**src/rtl/ipsl_ddrphy_update_exec.sv**
```systemverilog
// PHY-side executor for PHY-initiated updates: DFI phyupd handshake, DLL re-lock pulse or DQS tap adjust.
// Optional per-type completion counters are enabled by defining IPSL_DDRPHY_UPD_STATS_EN.
module ipsl_ddrphy_update_exec #(
    parameter string       DATA_WIDTH    = "16BIT",
    parameter int unsigned DLL_PULSE_CYC = 8,
    parameter int unsigned SETTLE_CYC    = 16,
    parameter logic [7:0]  DLY_INIT      = 8'd64,
    parameter logic [7:0]  DLY_MAX       = 8'd127,
    parameter int unsigned ACK_TIMEOUT   = 255
) (
    input  logic       rclk,
    input  logic       rst_n,
    input  logic       update_start,
    input  logic [1:0] ddrphy_update_type,
    input  logic [1:0] ddrphy_update_comp_val_l,
    input  logic       ddrphy_update_comp_dir_l,
    input  logic [1:0] ddrphy_update_comp_val_h,
    input  logic       ddrphy_update_comp_dir_h,
    output logic       ddrphy_update_done,
    output logic       dfi_phyupd_req,
    input  logic       dfi_phyupd_ack,
    output logic       dll_update_n,
    output logic [7:0] dqs_rd_dly_l,
    output logic [7:0] dqs_rd_dly_h,
    output logic       dqs_dly_load,
    output logic       upd_timeout
`ifdef IPSL_DDRPHY_UPD_STATS_EN
    ,
    output logic [15:0] upd_cnt_dll,
    output logic [15:0] upd_cnt_dqs,
    output logic [15:0] upd_cnt_man
`endif
);

    localparam int unsigned CNT_W  = 16;
    localparam bit          HAS_HI = (DATA_WIDTH != "8BIT");

    typedef enum logic [2:0] {
        S_IDLE, S_REQ, S_DLL_PULSE, S_DQS_ADJ, S_SETTLE, S_DONE, S_WAIT_LOW
    } state_t;

    state_t             r_state, w_next;
    logic [CNT_W-1:0]   r_cnt, w_cnt_nxt;
    logic               w_capture, w_timeout_evt;
    logic [1:0]         r_type, r_val_l, r_val_h;
    logic               r_dir_l, r_dir_h;
    logic               r_done, r_req, r_dll_n, r_load, r_timeout;
    logic [7:0]         r_dly_l, r_dly_h;

    // Saturating tap step computed 9 bits wide so neither end can wrap.
    function automatic logic [7:0] f_adj(input logic [7:0] dly, input logic [1:0] val, input logic up);
        logic [8:0] sum;
        logic [8:0] dif;
        sum = {1'b0, dly} + {7'd0, val};
        dif = {1'b0, dly} - {7'd0, val};
        if (up) f_adj = (sum > {1'b0, DLY_MAX}) ? DLY_MAX : sum[7:0];
        else    f_adj = dif[8] ? 8'd0 : dif[7:0];
    endfunction

    always_ff @(posedge rclk or negedge rst_n) begin
        if (!rst_n) begin
            r_state <= S_IDLE;
            r_cnt   <= '0;
        end else begin
            r_state <= w_next;
            r_cnt   <= w_cnt_nxt;
        end
    end

    always_comb begin
        w_next        = r_state;
        w_cnt_nxt     = '0;
        w_capture     = 1'b0;
        w_timeout_evt = 1'b0;
        case (r_state)
            S_IDLE: begin
                if (update_start) begin
                    w_capture = 1'b1;
                    w_next    = S_REQ;
                end
            end
            S_REQ: begin
                if (dfi_phyupd_ack) begin
                    case (r_type)
                        2'b00:   w_next = S_DLL_PULSE;
                        2'b01:   w_next = S_DQS_ADJ;
                        default: w_next = S_SETTLE;
                    endcase
                end else if (r_cnt == CNT_W'(ACK_TIMEOUT - 1)) begin
                    w_timeout_evt = 1'b1;
                    w_next        = S_DONE;
                end else begin
                    w_cnt_nxt = r_cnt + CNT_W'(1);
                end
            end
            S_DLL_PULSE: begin
                if (r_cnt == CNT_W'(DLL_PULSE_CYC - 1)) w_next = S_SETTLE;
                else w_cnt_nxt = r_cnt + CNT_W'(1);
            end
            S_DQS_ADJ: w_next = S_SETTLE;
            S_SETTLE: begin
                if (r_cnt == CNT_W'(SETTLE_CYC - 1)) w_next = S_DONE;
                else w_cnt_nxt = r_cnt + CNT_W'(1);
            end
            S_DONE: w_next = S_WAIT_LOW;
            // Hold off until the requester drops its level so it cannot retrigger.
            S_WAIT_LOW: begin
                if (!update_start) w_next = S_IDLE;
            end
            default: w_next = S_IDLE;
        endcase
    end

    always_ff @(posedge rclk or negedge rst_n) begin
        if (!rst_n) begin
            r_type  <= '0;
            r_val_l <= '0;
            r_dir_l <= 1'b0;
            r_val_h <= '0;
            r_dir_h <= 1'b0;
        end else if (w_capture) begin
            r_type  <= ddrphy_update_type;
            r_val_l <= ddrphy_update_comp_val_l;
            r_dir_l <= ddrphy_update_comp_dir_l;
            r_val_h <= ddrphy_update_comp_val_h;
            r_dir_h <= ddrphy_update_comp_dir_h;
        end
    end

    // Outputs are registered from the next state so they line up with the state they belong to.
    always_ff @(posedge rclk or negedge rst_n) begin
        if (!rst_n) begin
            r_req     <= 1'b0;
            r_dll_n   <= 1'b1;
            r_load    <= 1'b0;
            r_done    <= 1'b0;
            r_timeout <= 1'b0;
            r_dly_l   <= DLY_INIT;
            r_dly_h   <= DLY_INIT;
        end else begin
            r_req   <= (w_next == S_REQ) || (w_next == S_DLL_PULSE) ||
                       (w_next == S_DQS_ADJ) || (w_next == S_SETTLE);
            r_dll_n <= (w_next != S_DLL_PULSE);
            r_load  <= (w_next == S_DQS_ADJ);
            r_done  <= (r_state == S_DONE);
            if (w_timeout_evt) r_timeout <= 1'b1;
            if (w_next == S_DQS_ADJ) begin
                r_dly_l <= f_adj(r_dly_l, r_val_l, r_dir_l);
                if (HAS_HI) r_dly_h <= f_adj(r_dly_h, r_val_h, r_dir_h);
            end
        end
    end

    assign ddrphy_update_done = r_done;
    assign dfi_phyupd_req     = r_req;
    assign dll_update_n       = r_dll_n;
    assign dqs_dly_load       = r_load;
    assign upd_timeout        = r_timeout;
    assign dqs_rd_dly_l       = r_dly_l;
    assign dqs_rd_dly_h       = r_dly_h;

`ifdef IPSL_DDRPHY_UPD_STATS_EN
    logic        r_to_cur;
    logic [15:0] r_cnt_dll, r_cnt_dqs, r_cnt_man;

    // Per-type completion counters; the current update's own timeout excludes it.
    always_ff @(posedge rclk or negedge rst_n) begin
        if (!rst_n) begin
            r_to_cur  <= 1'b0;
            r_cnt_dll <= '0;
            r_cnt_dqs <= '0;
            r_cnt_man <= '0;
        end else begin
            if (w_capture) r_to_cur <= 1'b0;
            else if (w_timeout_evt) r_to_cur <= 1'b1;
            if ((r_state == S_DONE) && !r_to_cur) begin
                case (r_type)
                    2'b00:   if (r_cnt_dll != 16'hFFFF) r_cnt_dll <= r_cnt_dll + 16'd1;
                    2'b01:   if (r_cnt_dqs != 16'hFFFF) r_cnt_dqs <= r_cnt_dqs + 16'd1;
                    default: if (r_cnt_man != 16'hFFFF) r_cnt_man <= r_cnt_man + 16'd1;
                endcase
            end
        end
    end

    assign upd_cnt_dll = r_cnt_dll;
    assign upd_cnt_dqs = r_cnt_dqs;
    assign upd_cnt_man = r_cnt_man;
`endif

endmodule

```
**config.mk**
```make
export PLATFORM = sky130hd
export DESIGN_NAME = ipsl_ddrphy_update_exec
export DESIGN_NICKNAME = d
export VERILOG_FILES = /design/src/rtl/ipsl_ddrphy_update_exec.sv
export SDC_FILE = /design/constraint.sdc
export NUM_CORES = 1
export LEC_CHECK = 0
export ABC_CLOCK_PERIOD_IN_PS = 3800
export CAP_MARGIN = 20
export CORE_ASPECT_RATIO = 1.4
export CORE_MARGIN = 2
export CORE_UTILIZATION = 61
export CTS_CLUSTER_DIAMETER = 60
export CTS_CLUSTER_SIZE = 16
export DETAILED_ROUTE_END_ITERATION = 12
export PLACE_DENSITY = 0.95
export SLEW_MARGIN = 30
export SYNTH_ARGS = -nofsm -noshare
export SYNTH_HDL_FRONTEND = slang
export SYNTH_SLANG_ARGS = --single-unit
```
**constraint.sdc**
```tcl
create_clock -name rclk -period 3.8 [get_ports rclk]
set_input_delay 0.57 -clock rclk [delete_from_list [all_inputs] [get_ports rclk]]
set_output_delay 0.57 -clock rclk [all_outputs]
set_load 0.1 [all_outputs]
```
* Word level (Yosys, flattened, before mapping)
Cells that the tools add are included.
** Word-level totals
- Word-level logic and storage cells :: 65
- Register bits :: 48
- Input bits :: 12
- Output and inout bits :: 21
** Cells by class
- Reduce and logical (&&, ||, !) cells :: 5
- Equality and inequality tests :: 15
- Muxes and demuxes :: 24
- Add/subtract/negate cells :: 5
- $lt $le $gt $ge :: 2
** Operator list (count)
- 16-bit 2-to-1 mux :: 4
- 8-bit 2-to-1 mux :: 6
- 16-bit case mux with 3 select lines :: 1
- 3-bit case mux with 7 select lines :: 1
- 8-bit by 2-bit adder with 9-bit output :: 2
- 9-bit by 7-bit greater-than comparator with 1-bit output, second input constant :: 2
- 3-bit 2-to-1 mux :: 6
- 8-bit by 2-bit subtractor with 9-bit output :: 2
- 16-bit by 1-bit adder with 16-bit output, second input constant :: 1
- 16-bit by 3-bit == test with 1-bit output, second input constant :: 1
- 16-bit by 4-bit == test with 1-bit output, second input constant :: 1
- 16-bit by 8-bit == test with 1-bit output, second input constant :: 1
- 3-bit by 2-bit == test with 1-bit output, second input constant :: 4
- 3-bit == test, second input constant :: 4
- 3-bit by 1-bit == test with 1-bit output, second input constant :: 2
- 3-bit case mux with 2 select lines :: 1
- 1-bit 2-to-1 mux :: 5
- 3-bit zero test :: 1
- 1-bit logical OR :: 3
- 3-bit by 2-bit != test with 1-bit output, second input constant :: 1
- 2-bit by 1-bit == test with 1-bit output, second input constant :: 1
- 2-bit zero test :: 1

* Longest topological paths before layout
Gate-level depths: netlist of the first run.
- Depth after elaboration :: 8
- Depth in mapped cells :: 8
- Gate-level depth less buffers :: 8

* Worst setup path after synthesis of the first run
Ideal clock, no wire load.
- Path kind :: register to register
- Start point :: register r_dly_l[0], in the netlist dqs_rd_dly_l[0]
- End point :: register r_dly_l[7], in the netlist dqs_rd_dly_l[7]
- Path buffers :: 0
- Clock period less this slack :: 2.861 ns
- Data required time :: 3.704 ns
- Stages on the path, launching flop included :: 9
- Library setup time :: 0.096 ns
- Data arrival time :: 2.765 ns
- Setup slack :: 0.939 ns
- Cells stage by stage :: dfrtp_1 > inv_1 > ha_1 > fa_1 > or2b_1 > o41ai_4 > or2b_1 > or3_1 > o31ai_1
** Between the ends
- Word-level cells in the longest chain between the ends :: 4
- Elaborated cells between the ends (all ways) :: 6
- Those cells by class :: add/sub (2); order compare (1); mux (3)
** Ends and longest elaborated chain
- start: declaration :: RTL line 48 : logic [7:0] r_dly_l, r_dly_h;
- start signal: assignment :: RTL line 148 : r_dly_l <= f_adj(r_dly_l, r_val_l, r_dir_l);
- 8-bit by 2-bit adder with 9-bit output :: RTL line 54 : sum = {1'b0, dly} + {7'd0, val};
- 9-bit by 7-bit greater-than comparator with 1-bit output :: RTL line 56 : if (up) f_adj = (sum > {1'b0, DLY_MAX}) ? DLY_MAX : sum[7:0];
- 8-bit 2-to-1 mux :: RTL line 56
- 8-bit 2-to-1 mux * :: RTL line 56
Every way passes the cells marked *; elsewhere a longest branch is shown, timed or not.
A chain may end at the register's enable or synchronous reset.

* Worst setup path in the final report of the first run
- Start point :: register r_dly_l[6], in the netlist dqs_rd_dly_l[6]
- End point :: output port dqs_rd_dly_l[6]
** RTL lines
- end: declaration :: RTL line 23 : output logic [7:0] dqs_rd_dly_l,
No word-level cell between the ends.

==> impl_results.html, run 1 <==
<table>
<tr><th>Metric</th><th>Value</th></tr>
<tr><th colspan="2">Setup path</th></tr>
<tr><td>Dominant delay contributor by cell family on the critical path</td><td>buffers and inverters</td></tr>
<tr><td>Worst Path Class, Setup</td><td>flip-flop to primary output</td></tr>
<tr><td>Maximum fanout count along the critical path</td><td>7</td></tr>
<tr><td>Cell with the biggest individual delay on the critical path</td><td>sky130_fd_sc_hd__clkdlybuf4s50_1</td></tr>
<tr><td>CP cell instances</td><td>clkdlybuf4s50_1</td></tr>
<tr><td>Kind of start point of the critical path</td><td>flip-flop</td></tr>
<tr><td>Critical path arrival</td><td>roughly 2.1 ns</td></tr>
<tr><td>Max stage delay on crit path</td><td>about 1.2 ns</td></tr>
<tr><td>Setup crit end kind</td><td>primary output</td></tr>
<tr><td>Crit path buf inv count</td><td>1</td></tr>
<tr><td>Data required time of the critical path</td><td>around 3.2 ns</td></tr>
<tr><th colspan="2">STA</th></tr>
<tr><td>Layout Skew</td><td>between 0.02 and 0.025 ns</td></tr>
<tr><td>Final setup viols</td><td>0</td></tr>
<tr><td>Transition time at the pin with the least slew margin</td><td>between 0.9 and 1 ns</td></tr>
<tr><td>Share of the clock period used by the worst path</td><td>0.7036</td></tr>
<tr><td>Setup TNS</td><td>0 ns</td></tr>
<tr><td>Post-layout minimum cycle time</td><td>between 2 and 3 ns</td></tr>
<tr><td>Max-Slew Margin vs Limit</td><td>0.3510</td></tr>
<tr><td>Max Transition Viols Final</td><td>0</td></tr>
<tr><td>Peak Freq</td><td>374.0 MHz</td></tr>
<tr><td>Setup repair after global routing missed its margin</td><td>false</td></tr>
<tr><td>Final hold violation count</td><td>0</td></tr>
<tr><th colspan="2">Power and ir drop</th></tr>
<tr><td>Leakage component of the power</td><td>roughly 1.5 nW</td></tr>
<tr><td>Power per standard cell area</td><td>between 900 and 1000 nW/um^2</td></tr>
<tr><td>Largest vdd supply drop</td><td>0.0005732 V</td></tr>
<tr><th colspan="2">Clocking</th></tr>
<tr><td>Clock sink total</td><td>48</td></tr>
<tr><td>Root buffer cell</td><td>sky130_fd_sc_hd__clkbuf_8</td></tr>
<tr><td>Setup repair bufs after CTS</td><td>0</td></tr>
<tr><td>Number of hold buffers added after CTS</td><td>0</td></tr>
<tr><td>Post-cts sizing count</td><td>0</td></tr>
<tr><td>Max Root-Sink Buffers</td><td>2</td></tr>
<tr><td>CTS tree</td><td>done</td></tr>
<tr><td>CTS H-Tree Depth</td><td>2</td></tr>
<tr><td>Worst-path clk slew</td><td>between 0.1 and 0.15 ns</td></tr>
<tr><td>CTS buffer count</td><td>5</td></tr>
<tr><td>Latest clock arrival within the worst-skew pair</td><td>between 0.3 and 0.4 ns</td></tr>
<tr><th colspan="2">Layout</th></tr>
<tr><td>Leading cell type in the layout, fill and taps excluded</td><td>sky130_fd_sc_hd__dfrtp_1</td></tr>
<tr><td>Share of post-route cells with drive strength above 1</td><td>0.08215</td></tr>
<tr><td>Ant. Diodes</td><td>0</td></tr>
<tr><td>Layout overhead on the synthesized area</td><td>14.66%</td></tr>
<tr><td>Cell area after layout</td><td>3503 sq um</td></tr>
<tr><td>Most frequent cells in the layout</td><td>sky130_fd_sc_hd__dfrtp_1, sky130_fd_sc_hd__nor2_1, sky130_fd_sc_hd__clkdlybuf4s50_1</td></tr>
<tr><td>Layout Nets</td><td>~380</td></tr>
<tr><td>Filler cell count in the final layout</td><td>339</td></tr>
<tr><th colspan="2">Hold path</th></tr>
<tr><td>Class of the worst hold path</td><td>input port to asynchronous set/reset pin</td></tr>
<tr><th colspan="2">Synthesis</th></tr>
<tr><td>Most instantiated flip-flop cell in the synthesis netlist</td><td>sky130_fd_sc_hd__dfrtp_1</td></tr>
<tr><td>Average instance area after synthesis</td><td>9.344 sq um</td></tr>
<tr><td>Synthesized cell area</td><td>between 3000 and 4000 sq um</td></tr>
<tr><td>Number of synthesized register bits</td><td>48</td></tr>
<tr><td>Share of the yosys chip area belonging to registers</td><td>0.3943</td></tr>
<tr><td>Synth unique cells</td><td>61</td></tr>
<tr><td>Number of enable-type register cells in the synthesized netlist</td><td>0</td></tr>
<tr><td>Share of synthesized flip-flops with an asynchronous set or reset</td><td>1.000</td></tr>
<tr><td>Yosys warns</td><td>0</td></tr>
<tr><td>Synthesized net count</td><td>~350</td></tr>
<tr><td>Post-synthesis instance total</td><td>between 300 and 400</td></tr>
<tr><th colspan="2">Global routing</th></tr>
<tr><td>Number of global-route vias before repair</td><td>about 2500</td></tr>
<tr><td>Largest net degree at the start of global routing</td><td>between 40 and 50</td></tr>
<tr><td>Total global-route track usage</td><td>0.2710</td></tr>
<tr><td>Number of antenna violations at the first check in global routing</td><td>0</td></tr>
<tr><td>Wire length of the first global-routing pass</td><td>between 10000 and 15000 microns</td></tr>
<tr><td>GRT Residual Overflow</td><td>0</td></tr>
<tr><th colspan="2">Route</th></tr>
<tr><td>Via density</td><td>roughly 6.3</td></tr>
<tr><td>WL final</td><td>between 7000 and 8000 microns</td></tr>
<tr><td>Total number of vias</td><td>2614</td></tr>
<tr><td>DRC violation count after routing</td><td>0</td></tr>
<tr><td>Number of nets still failing antenna checks after routing</td><td>0</td></tr>
<tr><td>Detailed-route wire length per cell</td><td>~17 microns</td></tr>
<tr><td>Initial detailed-routing violation count</td><td>~380</td></tr>
<tr><td>First drt pass iteration count</td><td>5</td></tr>
<tr><th colspan="2">Die</th></tr>
<tr><td>Vertical extent of the die</td><td>87.74 microns</td></tr>
<tr><td>Number of placement rows</td><td>30</td></tr>
<tr><td>Core box area</td><td>4842 sq um</td></tr>
<tr><td>Top-Level Pins</td><td>33</td></tr>
<tr><td>Initial Utilization</td><td>0.6310</td></tr>
<tr><td>Chip width</td><td>approximately 64 microns</td></tr>
<tr><td>Total die area</td><td>5599 sq um</td></tr>
<tr><th colspan="2">Place</th></tr>
<tr><td>Port-buffer cells</td><td>32</td></tr>
<tr><td>Placed Area</td><td>~3400 sq um</td></tr>
<tr><td>Final Wtd Congestion</td><td>0.9095</td></tr>
<tr><td>Half-perimeter wire length after detailed placement</td><td>about 4900 microns</td></tr>
<tr><th colspan="2">Run</th></tr>
<tr><td>Number of violations of the max-capacitance limit</td><td>0</td></tr>
<tr><th colspan="2">Run status</th></tr>
<tr><td>Outcome</td><td>complete, no violations</td></tr>
</table>
==> kinds of logic after synthesis <==
kind of cell / after synthesis / synth area share
buffers and inverters: 34 / 0.04914
muxes: 6 / 0.02129
and+or+nand+nor: 115 / 0.2011
adders and majority gates: 14 / 0.06716
xor gates and xnor gates: 18 / 0.05160
AOI/OAI and AO/OA: 92 / 0.2154
DFF: 48 / 0.3944
==> state kept, by name, indices dropped and copies added, names as in the netlist, 2 cells and up <==
name and flops:
r_type 2, dqs_rd_dly_l 8, r_state 3, r_val_h 2, dqs_rd_dly_h 8, r_cnt 16
r_val_l 2
==> stage by stage <==
step / hold slack [ns] / setup slack (ns) / util / std cells / power [mW]
2_1_floorplan: 0.2744 / 0.9387 / - / 327 / 2.375
3_3_place_gp: 0.4700 / 1.126 / 0.6979 / 409 / 2.741
3_5_place_dp: 0.4695 / 1.014 / 0.6985 / 409 / 2.798
4_1_cts: 0.2764 / 1.122 / 0.7235 / 417 / 3.215
5_1_grt: 0.3135 / 1.074 / 0.7235 / 417 / 3.412
6_report: 0.2430 / 1.126 / 0.7235 / 417 / 3.227
==> routing by layer <==
metal | track usage | up-vias | share of wire
met1 | 0.3118 | 1261 | 0.39
li1 | - | 1211 | -
met5 | 0 | - | 0
met4 | 0.09486 | 0 | 0.027
met3 | 0.05270 | 22 | 0.056
met2 | 0.4991 | 120 | 0.53
==> cells in the mapped netlist, drive strengths merged (5+ instances only) <==
master  count  area (sq um)
a21oi      15         75.07
and3        6         37.54
buf         9         56.30
clkbuf      6         22.52
dfrtp      45          1126
ha         10         125.1
inv        18         67.56
nand2      15         56.30
nand2b      9         56.30
nand3      11         55.05
nor2       40         150.1
nor2b       5         31.28
nor3        8         40.04
o21ai      35         175.2
xnor2       9         78.83
xor2        9         78.83
==> path summary, 6_finish.rpt <==
path / startpoint / to / slack (ns) / cells after the start
setup / recovery: dqs_rd_dly_l[6] / dqs_rd_dly_l[6] / 1.13 / 1
hold reg to reg: upd_timeout / upd_timeout / 0.49 / 1
min in group rclk: upd_timeout / upd_timeout / 0.49 / 1
setup reg to reg: dqs_rd_dly_l[0] / dqs_rd_dly_l[7] / 1.37 / 8
hold / removal: rst_n / dqs_dly_load / 0.24 / 1
max in group asynchronous: rst_n / r_cnt[10] / 3.14 / 1
==> where the power goes <==
group,leakage [nW],total (mW),switching (mW),internal (mW)
clock network,0.0614,0.400,0.185,0.215
logic,0.805,1.87,1.27,0.607
registers,0.621,0.953,0.288,0.665
total,1.49,3.23,1.74,1.49
==> worst register-to-register path: cells and delay by family (launching register included) <==
kind | cells | cell delay, ns
AND/OR/NAND/NOR | 3 | 0.85
adder cells (fa/ha/maj) | 2 | 0.64
flip-flops | 1 | 0.43
AO/OA/AOI/OAI | 2 | 0.33
buffers and inverters | 1 | 0.09
==> area by class of cell <==
class	instances	area, sq um	area share
clock buffers	6	82.58	0.02357
clock inverters	2	38.79	0.01107
inverters	19	71.32	0.02036
multi-input cells	245	1700	0.4854
flip-flops and latches	48	1205	0.3439
well taps	64	80.08	0.02286
repair buffers	33	325.3	0.09286
Power figures use the tool's default switching activity.
==> inputs of run 2 (changes only) <==
Settings changed: ABC_CLOCK_PERIOD_IN_PS 3800 to 2250, CORE_UTILIZATION 61 to 51, PLACE_DENSITY 0.95 to 0.87.
Clock period 3.8 ns to 2.25 ns, I/O delays scaled along.
==> impl_results.html, run 2 (synthesis results as in run 1) <==
<table>
<tr><th>Metric</th><th>Value</th></tr>
<tr><th colspan="2">Run status</th></tr>
<tr><td>Outcome</td><td>finished, violations left</td></tr>
<tr><td>Violated checks</td><td>negative setup slack</td></tr>
<tr><th colspan="2">Place</th></tr>
<tr><td>Final Wtd Congestion</td><td>between 0.8 and 0.9</td></tr>
<tr><td>Worst-case setup slack after placement</td><td>~0.033 ns</td></tr>
<tr><td>Half-perimeter wire length after detailed placement</td><td>between 4000 and 5000 microns</td></tr>
<tr><td># placed instances</td><td>about 430</td></tr>
<tr><td>Port-buffer cells</td><td>32</td></tr>
<tr><th colspan="2">STA</th></tr>
<tr><td>Transition time at the pin with the least slew margin</td><td>~0.54 ns</td></tr>
<tr><td>Worst Setup Slack, final</td><td>-0.02466 ns</td></tr>
<tr><td>Setup TNS</td><td>-0.02466 ns</td></tr>
<tr><td>Max-Slew Margin vs Limit</td><td>0.6272</td></tr>
<tr><td>Layout Skew</td><td>0.005209 ns</td></tr>
<tr><td>Max Transition Viols Final</td><td>0</td></tr>
<tr><td>Post-layout minimum cycle time</td><td>between 2 and 2.5 ns</td></tr>
<tr><td>Final hold violation count</td><td>0</td></tr>
<tr><td>Share of the clock period used by the worst path</td><td>1.011</td></tr>
<tr><td>Peak Freq</td><td>about 440 MHz</td></tr>
<tr><td>Final setup viols</td><td>1</td></tr>
<tr><td>Setup repair after global routing missed its margin</td><td>true</td></tr>
<tr><td>Worst Hold Margin</td><td>about 0.49 ns</td></tr>
<tr><th colspan="2">Route</th></tr>
<tr><td>Initial detailed-routing violation count</td><td>between 200 and 250</td></tr>
<tr><td>Met3 Wirelength</td><td>between 200 and 250 microns</td></tr>
<tr><td>Detailed-route wire length per cell</td><td>15.47 microns</td></tr>
<tr><td>WL final</td><td>about 6700 microns</td></tr>
<tr><td>Via density</td><td>5.862</td></tr>
<tr><td>DRC violation count after routing</td><td>0</td></tr>
<tr><td>Number of nets still failing antenna checks after routing</td><td>0</td></tr>
<tr><td>Highest metal used</td><td>met4</td></tr>
<tr><td>Total number of vias</td><td>about 2500</td></tr>
<tr><td>First drt pass iteration count</td><td>4</td></tr>
<tr><td>Metal1 wirelength</td><td>between 2000 and 3000 microns</td></tr>
<tr><td>Amount of wire on met2 after detailed routing</td><td>about 3600 microns</td></tr>
<tr><th colspan="2">Layout</th></tr>
<tr><td>Reg with most FFs</td><td>r_cnt</td></tr>
<tr><td>Most frequent cells in the layout</td><td>sky130_fd_sc_hd__nor2_1, sky130_fd_sc_hd__dfrtp_1, sky130_fd_sc_hd__buf_4</td></tr>
<tr><td>Layout overhead on the synthesized area</td><td>18.14%</td></tr>
<tr><td>Leading cell type in the layout, fill and taps excluded</td><td>sky130_fd_sc_hd__nor2_1</td></tr>
<tr><td>Non-filler cells in the finished layout</td><td>between 400 and 500</td></tr>
<tr><td>Number of flip-flops under the largest register name</td><td>16</td></tr>
<tr><td>Ant. Diodes</td><td>0</td></tr>
<tr><td>Share of post-route cells with drive strength above 1</td><td>0.2060</td></tr>
<tr><td>Layout Nets</td><td>a little under 400</td></tr>
<tr><th colspan="2">Setup path</th></tr>
<tr><td>R2R Path End</td><td>dqs_rd_dly_l[7]</td></tr>
<tr><td>Maximum fanout count along the critical path</td><td>5</td></tr>
<tr><td>First element of the critical path</td><td>dqs_rd_dly_l[0]</td></tr>
<tr><td>Critical path arrival</td><td>~2.5 ns</td></tr>
<tr><td>Setup crit end kind</td><td>flip-flop</td></tr>
<tr><td>Worst reg-to-reg path cell count</td><td>8</td></tr>
<tr><td>Worst setup path end</td><td>dqs_rd_dly_l[7]</td></tr>
<tr><td>Reg2Reg Launch Point</td><td>dqs_rd_dly_l[0]</td></tr>
<tr><td>Kind of start point of the critical path</td><td>flip-flop</td></tr>
<tr><td>Data required time of the critical path</td><td>2.46 ns</td></tr>
<tr><td>Worst Path Class, Setup</td><td>flip-flop to flip-flop</td></tr>
<tr><td>Reg2reg setup slack</td><td>-0.02 ns</td></tr>
<tr><th colspan="2">Clocking</th></tr>
<tr><td>Max Root-Sink Buffers</td><td>2</td></tr>
<tr><td>CTS tree</td><td>done</td></tr>
<tr><td>Clock sink total</td><td>48</td></tr>
<tr><td>Worst-path clk slew</td><td>roughly 0.080 ns</td></tr>
<tr><td>Latest clock arrival within the worst-skew pair</td><td>about 0.29 ns</td></tr>
<tr><td>CTS buffer count</td><td>5</td></tr>
<tr><td>CTS H-Tree Depth</td><td>2</td></tr>
<tr><td>Setup repair bufs after CTS</td><td>0</td></tr>
<tr><td>Root buffer cell</td><td>sky130_fd_sc_hd__clkbuf_8</td></tr>
<tr><th colspan="2">Global routing</th></tr>
<tr><td>Largest net degree at the start of global routing</td><td>34</td></tr>
<tr><td>Number of global-route vias before repair</td><td>around 2500</td></tr>
<tr><td>Number of antenna violations at the first check in global routing</td><td>0</td></tr>
<tr><td>Wire length of the first global-routing pass</td><td>between 10000 and 15000 microns</td></tr>
<tr><td>Total global-route track usage</td><td>0.2100</td></tr>
<tr><td>GRT Residual Overflow</td><td>0</td></tr>
<tr><th colspan="2">Hold path</th></tr>
<tr><td>Class of the worst hold path</td><td>input port to asynchronous set/reset pin</td></tr>
<tr><th colspan="2">Die</th></tr>
<tr><td>Vertical extent of the die</td><td>roughly 96 microns</td></tr>
<tr><td>Total die area</td><td>approximately 6600 sq um</td></tr>
<tr><td>Number of placement rows</td><td>33</td></tr>
<tr><td>Core box area</td><td>around 5800 sq um</td></tr>
<tr><td>Chip width</td><td>~69 microns</td></tr>
<tr><td>Top-Level Pins</td><td>33</td></tr>
<tr><td>Initial Utilization</td><td>0.5248</td></tr>
<tr><th colspan="2">Run</th></tr>
<tr><td>Number of violations of the max-capacitance limit</td><td>0</td></tr>
<tr><th colspan="2">Power and ir drop</th></tr>
<tr><td>Largest vdd supply drop</td><td>between 0.0005 and 0.0006 V</td></tr>
<tr><td>Power per standard cell area</td><td>between 1500 and 2000 nW/um^2</td></tr>
<tr><td>Leakage component of the power</td><td>~1.6 nW</td></tr>
</table>
==> run 2: cell types whose count changed in the layout (fill, tap and decap cells not counted), sizes merged <==
| cell | change |
|---|---|
| dlygate4sd3 | +1 |
| clkdlybuf4s50 | -21 |
| buf | +31 |
==> run 2: stage by stage <==
stage	area, sq um	util	total power, mW
after floorplan	3103	-	4.102
after global placement	3470	0.5960	4.791
after detailed placement	3470	0.5960	4.904
after CTS	3587	0.6162	5.524
after global routing	3610	0.6200	5.909
final	3610	0.6200	5.550
==> run 2: area by class of cell <==
cell class / count / area (sq um)
repair buffers: 44 / 367.9
clock buffers: 6 / 72.57
multi-input cells: 245 / 1750
fillers: 471 / 2212
clock inverters: 2 / 35.03
inverters: 19 / 73.82
flip-flops and latches: 48 / 1222
well taps: 70 / 87.58
==> run 2: what timing repair did <==
item | 4_1_cts | 5_1_grt
resized for setup | 0 | 4
endpoints found under the setup margin | 0 | 3
endpoints found under the hold margin | 14 | 0
hold buffers | 1 | 0
==> run 2: how the worst min path moves through the flow <==
stage | depth (start not counted) | end | slack (ns)
2_1_floorplan | 0 | ddrphy_update_done | 0.04
6_report | 2 | r_cnt[4] | 0.49
4_1_cts | 2 | ddrphy_update_done | 0.48
3_5_place_dp | 1 | dqs_rd_dly_l[1] | 0.27
5_1_grt | 1 | upd_timeout | 0.50
3_3_place_gp | 1 | r_val_l[1] | 0.26
==> run 2: power breakdown <==
| part | total (mW) | internal, mW | switching, mW | leakage, nW |
|---|---|---|---|---|
| Sequential | 1.58 | 1.15 | 0.431 | 0.615 |
| Combinational | 3.36 | 1.14 | 2.22 | 0.902 |
| Clock | 0.604 | 0.330 | 0.274 | 0.0552 |
==> run 2: critical path, stage by stage, from the launching register on <==
cell	delay [ns]
sky130_fd_sc_hd__dfrtp_4	0.45
sky130_fd_sc_hd__inv_4	0.04
sky130_fd_sc_hd__ha_4	0.16
sky130_fd_sc_hd__fa_2	0.35
sky130_fd_sc_hd__or2b_4	0.23
sky130_fd_sc_hd__o41ai_4	0.08
sky130_fd_sc_hd__or2b_1	0.29
sky130_fd_sc_hd__or3_4	0.37
sky130_fd_sc_hd__o31ai_4	0.23
==> run 2: layer usage <==
layer  GRT usage  up-vias
met3     0.04440       13
li1            -     1235
met1      0.2328     1243
met4     0.09150        0
met2      0.3878       53
met5           0        -
==> inputs of run 3 (changes only) <==
Settings changed: CORE_UTILIZATION 51 to 58, CTS_CLUSTER_DIAMETER 60 to 80, DONT_BUFFER_PORTS set to 1.
==> impl_results.html, run 3 (synthesis results as in run 1) <==
<table>
<tr><th>Metric</th><th>Value</th></tr>
<tr><th colspan="2">Hold path</th></tr>
<tr><td>Class of the worst hold path</td><td>input port to flip-flop</td></tr>
<tr><td>Worst min-delay path endpoint</td><td>r_dir_h</td></tr>
<tr><td>Worst Hold Path Cells</td><td>2</td></tr>
<tr><td>Startpoint of the tightest hold check path</td><td>ddrphy_update_comp_dir_h</td></tr>
<tr><th colspan="2">STA</th></tr>
<tr><td>Layout Skew</td><td>approximately 0.012 ns</td></tr>
<tr><td>Post-layout minimum cycle time</td><td>between 2 and 2.5 ns</td></tr>
<tr><td>Share of the clock period used by the worst path</td><td>0.9748</td></tr>
<tr><td>Peak Freq</td><td>~460 MHz</td></tr>
<tr><td>Setup repair after global routing missed its margin</td><td>true</td></tr>
<tr><td>Max-Slew Margin vs Limit</td><td>0.4066</td></tr>
<tr><td>Final setup viols</td><td>0</td></tr>
<tr><td>Worst Hold Margin</td><td>0.1388 ns</td></tr>
<tr><td>Final hold violation count</td><td>0</td></tr>
<tr><td>Transition time at the pin with the least slew margin</td><td>a little under 0.9 ns</td></tr>
<tr><td>Max Transition Viols Final</td><td>0</td></tr>
<tr><th colspan="2">Layout</th></tr>
<tr><td>Ant. Diodes</td><td>0</td></tr>
<tr><td>Number of flip-flops under the largest register name</td><td>16</td></tr>
<tr><td>Layout overhead on the synthesized area</td><td>15.11%</td></tr>
<tr><td>Leading cell type in the layout, fill and taps excluded</td><td>sky130_fd_sc_hd__nor2_1</td></tr>
<tr><td>Area of the multi-input gates</td><td>~1800 sq um</td></tr>
<tr><td>Reg with most FFs</td><td>r_cnt</td></tr>
<tr><td>Footprint of the flip-flops and latches</td><td>roughly 1200 sq um</td></tr>
<tr><td>Most frequent cells in the layout</td><td>sky130_fd_sc_hd__nor2_1, sky130_fd_sc_hd__dfrtp_1, sky130_fd_sc_hd__o21ai_0, sky130_fd_sc_hd__buf_4, sky130_fd_sc_hd__inv_1</td></tr>
<tr><td>Filler cell count in the final layout</td><td>between 300 and 400</td></tr>
<tr><td>Non-filler cells in the finished layout</td><td>approximately 420</td></tr>
<tr><td>Share of post-route cells with drive strength above 1</td><td>0.2194</td></tr>
<tr><td>Layout Nets</td><td>approximately 380</td></tr>
<tr><td>Post-layout util</td><td>0.6870</td></tr>
<tr><th colspan="2">Global routing</th></tr>
<tr><td>GRT Residual Overflow</td><td>0</td></tr>
<tr><td>Total global-route track usage</td><td>0.2598</td></tr>
<tr><td>Largest net degree at the start of global routing</td><td>49</td></tr>
<tr><td>Number of antenna violations at the first check in global routing</td><td>0</td></tr>
<tr><td>Wire length of the first global-routing pass</td><td>roughly 12000 microns</td></tr>
<tr><td>Number of global-route vias before repair</td><td>2525</td></tr>
<tr><th colspan="2">Clocking</th></tr>
<tr><td>CTS H-Tree Depth</td><td>2</td></tr>
<tr><td>Clock sink total</td><td>48</td></tr>
<tr><td>Max Root-Sink Buffers</td><td>2</td></tr>
<tr><td>CTS buffer count</td><td>5</td></tr>
<tr><td>Root buffer cell</td><td>sky130_fd_sc_hd__clkbuf_8</td></tr>
<tr><td>CTS tree</td><td>done</td></tr>
<tr><td>Latest clock arrival within the worst-skew pair</td><td>approximately 0.31 ns</td></tr>
<tr><td>Setup repair bufs after CTS</td><td>0</td></tr>
<tr><td>Worst-path clk slew</td><td>~0.10 ns</td></tr>
<tr><th colspan="2">Setup path</th></tr>
<tr><td>R2R Path End</td><td>dqs_rd_dly_l[7]</td></tr>
<tr><td>Reg2Reg Launch Point</td><td>dqs_rd_dly_l[0]</td></tr>
<tr><td>Kind of start point of the critical path</td><td>flip-flop</td></tr>
<tr><td>Reg2reg setup slack</td><td>about 0.057 ns</td></tr>
<tr><td>Critical path arrival</td><td>2.42 ns</td></tr>
<tr><td>Worst reg-to-reg path cell count</td><td>8</td></tr>
<tr><td>Worst Path Class, Setup</td><td>flip-flop to flip-flop</td></tr>
<tr><td>Setup crit end kind</td><td>flip-flop</td></tr>
<tr><td>Data required time of the critical path</td><td>~2.5 ns</td></tr>
<tr><td>Maximum fanout count along the critical path</td><td>3</td></tr>
<tr><th colspan="2">Place</th></tr>
<tr><td># placed instances</td><td>407</td></tr>
<tr><td>Port-buffer cells</td><td>0</td></tr>
<tr><td>Final Wtd Congestion</td><td>about 0.90</td></tr>
<tr><td>Half-perimeter wire length after detailed placement</td><td>slightly below 5000 microns</td></tr>
<tr><th colspan="2">Die</th></tr>
<tr><td>Vertical extent of the die</td><td>roughly 90 microns</td></tr>
<tr><td>Initial Utilization</td><td>0.5968</td></tr>
<tr><td>Core box area</td><td>between 5000 and 6000 sq um</td></tr>
<tr><td>Number of placement rows</td><td>31</td></tr>
<tr><td>Total die area</td><td>between 5000 and 6000 sq um</td></tr>
<tr><td>Chip width</td><td>~65 microns</td></tr>
<tr><td>Top-Level Pins</td><td>33</td></tr>
<tr><th colspan="2">Route</th></tr>
<tr><td>Number of nets still failing antenna checks after routing</td><td>0</td></tr>
<tr><td>Total number of vias</td><td>approximately 2600</td></tr>
<tr><td>First drt pass iteration count</td><td>5</td></tr>
<tr><td>Detailed-route wire length per cell</td><td>17.03 microns</td></tr>
<tr><td>WL final</td><td>between 7000 and 8000 microns</td></tr>
<tr><td>Via density</td><td>about 6.3</td></tr>
<tr><td>DRC violation count after routing</td><td>0</td></tr>
<tr><td>Initial detailed-routing violation count</td><td>325</td></tr>
<tr><th colspan="2">Run</th></tr>
<tr><td>Number of violations of the max-capacitance limit</td><td>0</td></tr>
<tr><th colspan="2">Power and ir drop</th></tr>
<tr><td>Power per standard cell area</td><td>~1600 nW/um^2</td></tr>
<tr><td>Largest vdd supply drop</td><td>between 0.0007 and 0.0008 V</td></tr>
<tr><td>Leakage component of the power</td><td>around 1.5 nW</td></tr>
<tr><th colspan="2">Run status</th></tr>
<tr><td>Outcome</td><td>complete, no violations</td></tr>
</table>
==> run 3: worst max path at each step <==
| stage | to | slack [ns] | startpoint | cells past startpoint |
|---|---|---|---|---|
| floorplan | dqs_rd_dly_l[7] | -0.10 | dqs_rd_dly_l[0] | 8 |
| global placement | dqs_rd_dly_l[7] | 0.12 | dqs_rd_dly_l[0] | 8 |
| detailed placement | dqs_rd_dly_l[7] | 0.02 | dqs_rd_dly_l[0] | 8 |
| CTS | dqs_rd_dly_l[7] | 0.005 | dqs_rd_dly_l[0] | 8 |
| global route | dqs_rd_dly_l[7] | -0.02 | dqs_rd_dly_l[0] | 8 |
| finish | dqs_rd_dly_l[7] | 0.06 | dqs_rd_dly_l[0] | 8 |
==> run 3: routing by layer <==
metal  global-route usage  wire length (microns)  vias up
met2               0.4728                   3840      104
met5                    0                      0        -
met4              0.09375                    192        0
li1                     -                      -     1209
met3              0.04255                    324       21
met1               0.2975                   2744     1287
==> run 3: what timing repair did <==
item | in CTS | in global routing
hold buffers | 2 | 0
setup endpoints to repair | 0 | 5
resized for setup | 0 | 9
endpoints found under the hold margin | 48 | 0
==> run 3: per-stage QoR <==
stage | setup WS (ns) | power [mW] | TNS (ns) | cell area [sq um]
floorplan | -0.1030 | 4.102 | -0.1030 | 3103
detailed placement | 0.02010 | 4.880 | 0 | 3337
global route | -0.02059 | 6.003 | -0.02059 | 3517
global placement | 0.1194 | 4.777 | 0 | 3337
finish | 0.05681 | 5.659 | 0 | 3517
CTS | 0.005187 | 5.563 | 0 | 3486
==> run 3: worst max-delay path: stages (launching register included) <==
cell	delay, ns
sky130_fd_sc_hd__dfrtp_4	0.45
sky130_fd_sc_hd__inv_4	0.04
sky130_fd_sc_hd__ha_4	0.15
sky130_fd_sc_hd__fa_2	0.35
sky130_fd_sc_hd__or2b_4	0.24
sky130_fd_sc_hd__o41ai_4	0.07
sky130_fd_sc_hd__or2b_1	0.26
sky130_fd_sc_hd__or3_4	0.35
sky130_fd_sc_hd__o31ai_2	0.20
==> run 3: layout make-up <==
type	instances	share of cell area
Tap cell	66	0.02348
Multi-Input combinational cell	245	0.5002
Timing Repair Buffer	31	0.07613
Clock inverter	3	0.01210
Clock buffer	5	0.01957
Sequential cell	48	0.3476
Inverter	19	0.02099
==> run 3: where the power goes <==
group / total (mW) / internal [mW] / switching (mW)
clock: 0.642 / 0.329 / 0.313
sequential: 1.64 / 1.15 / 0.485
combinational: 3.38 / 1.15 / 2.23
total: 5.66 / 2.63 / 3.02
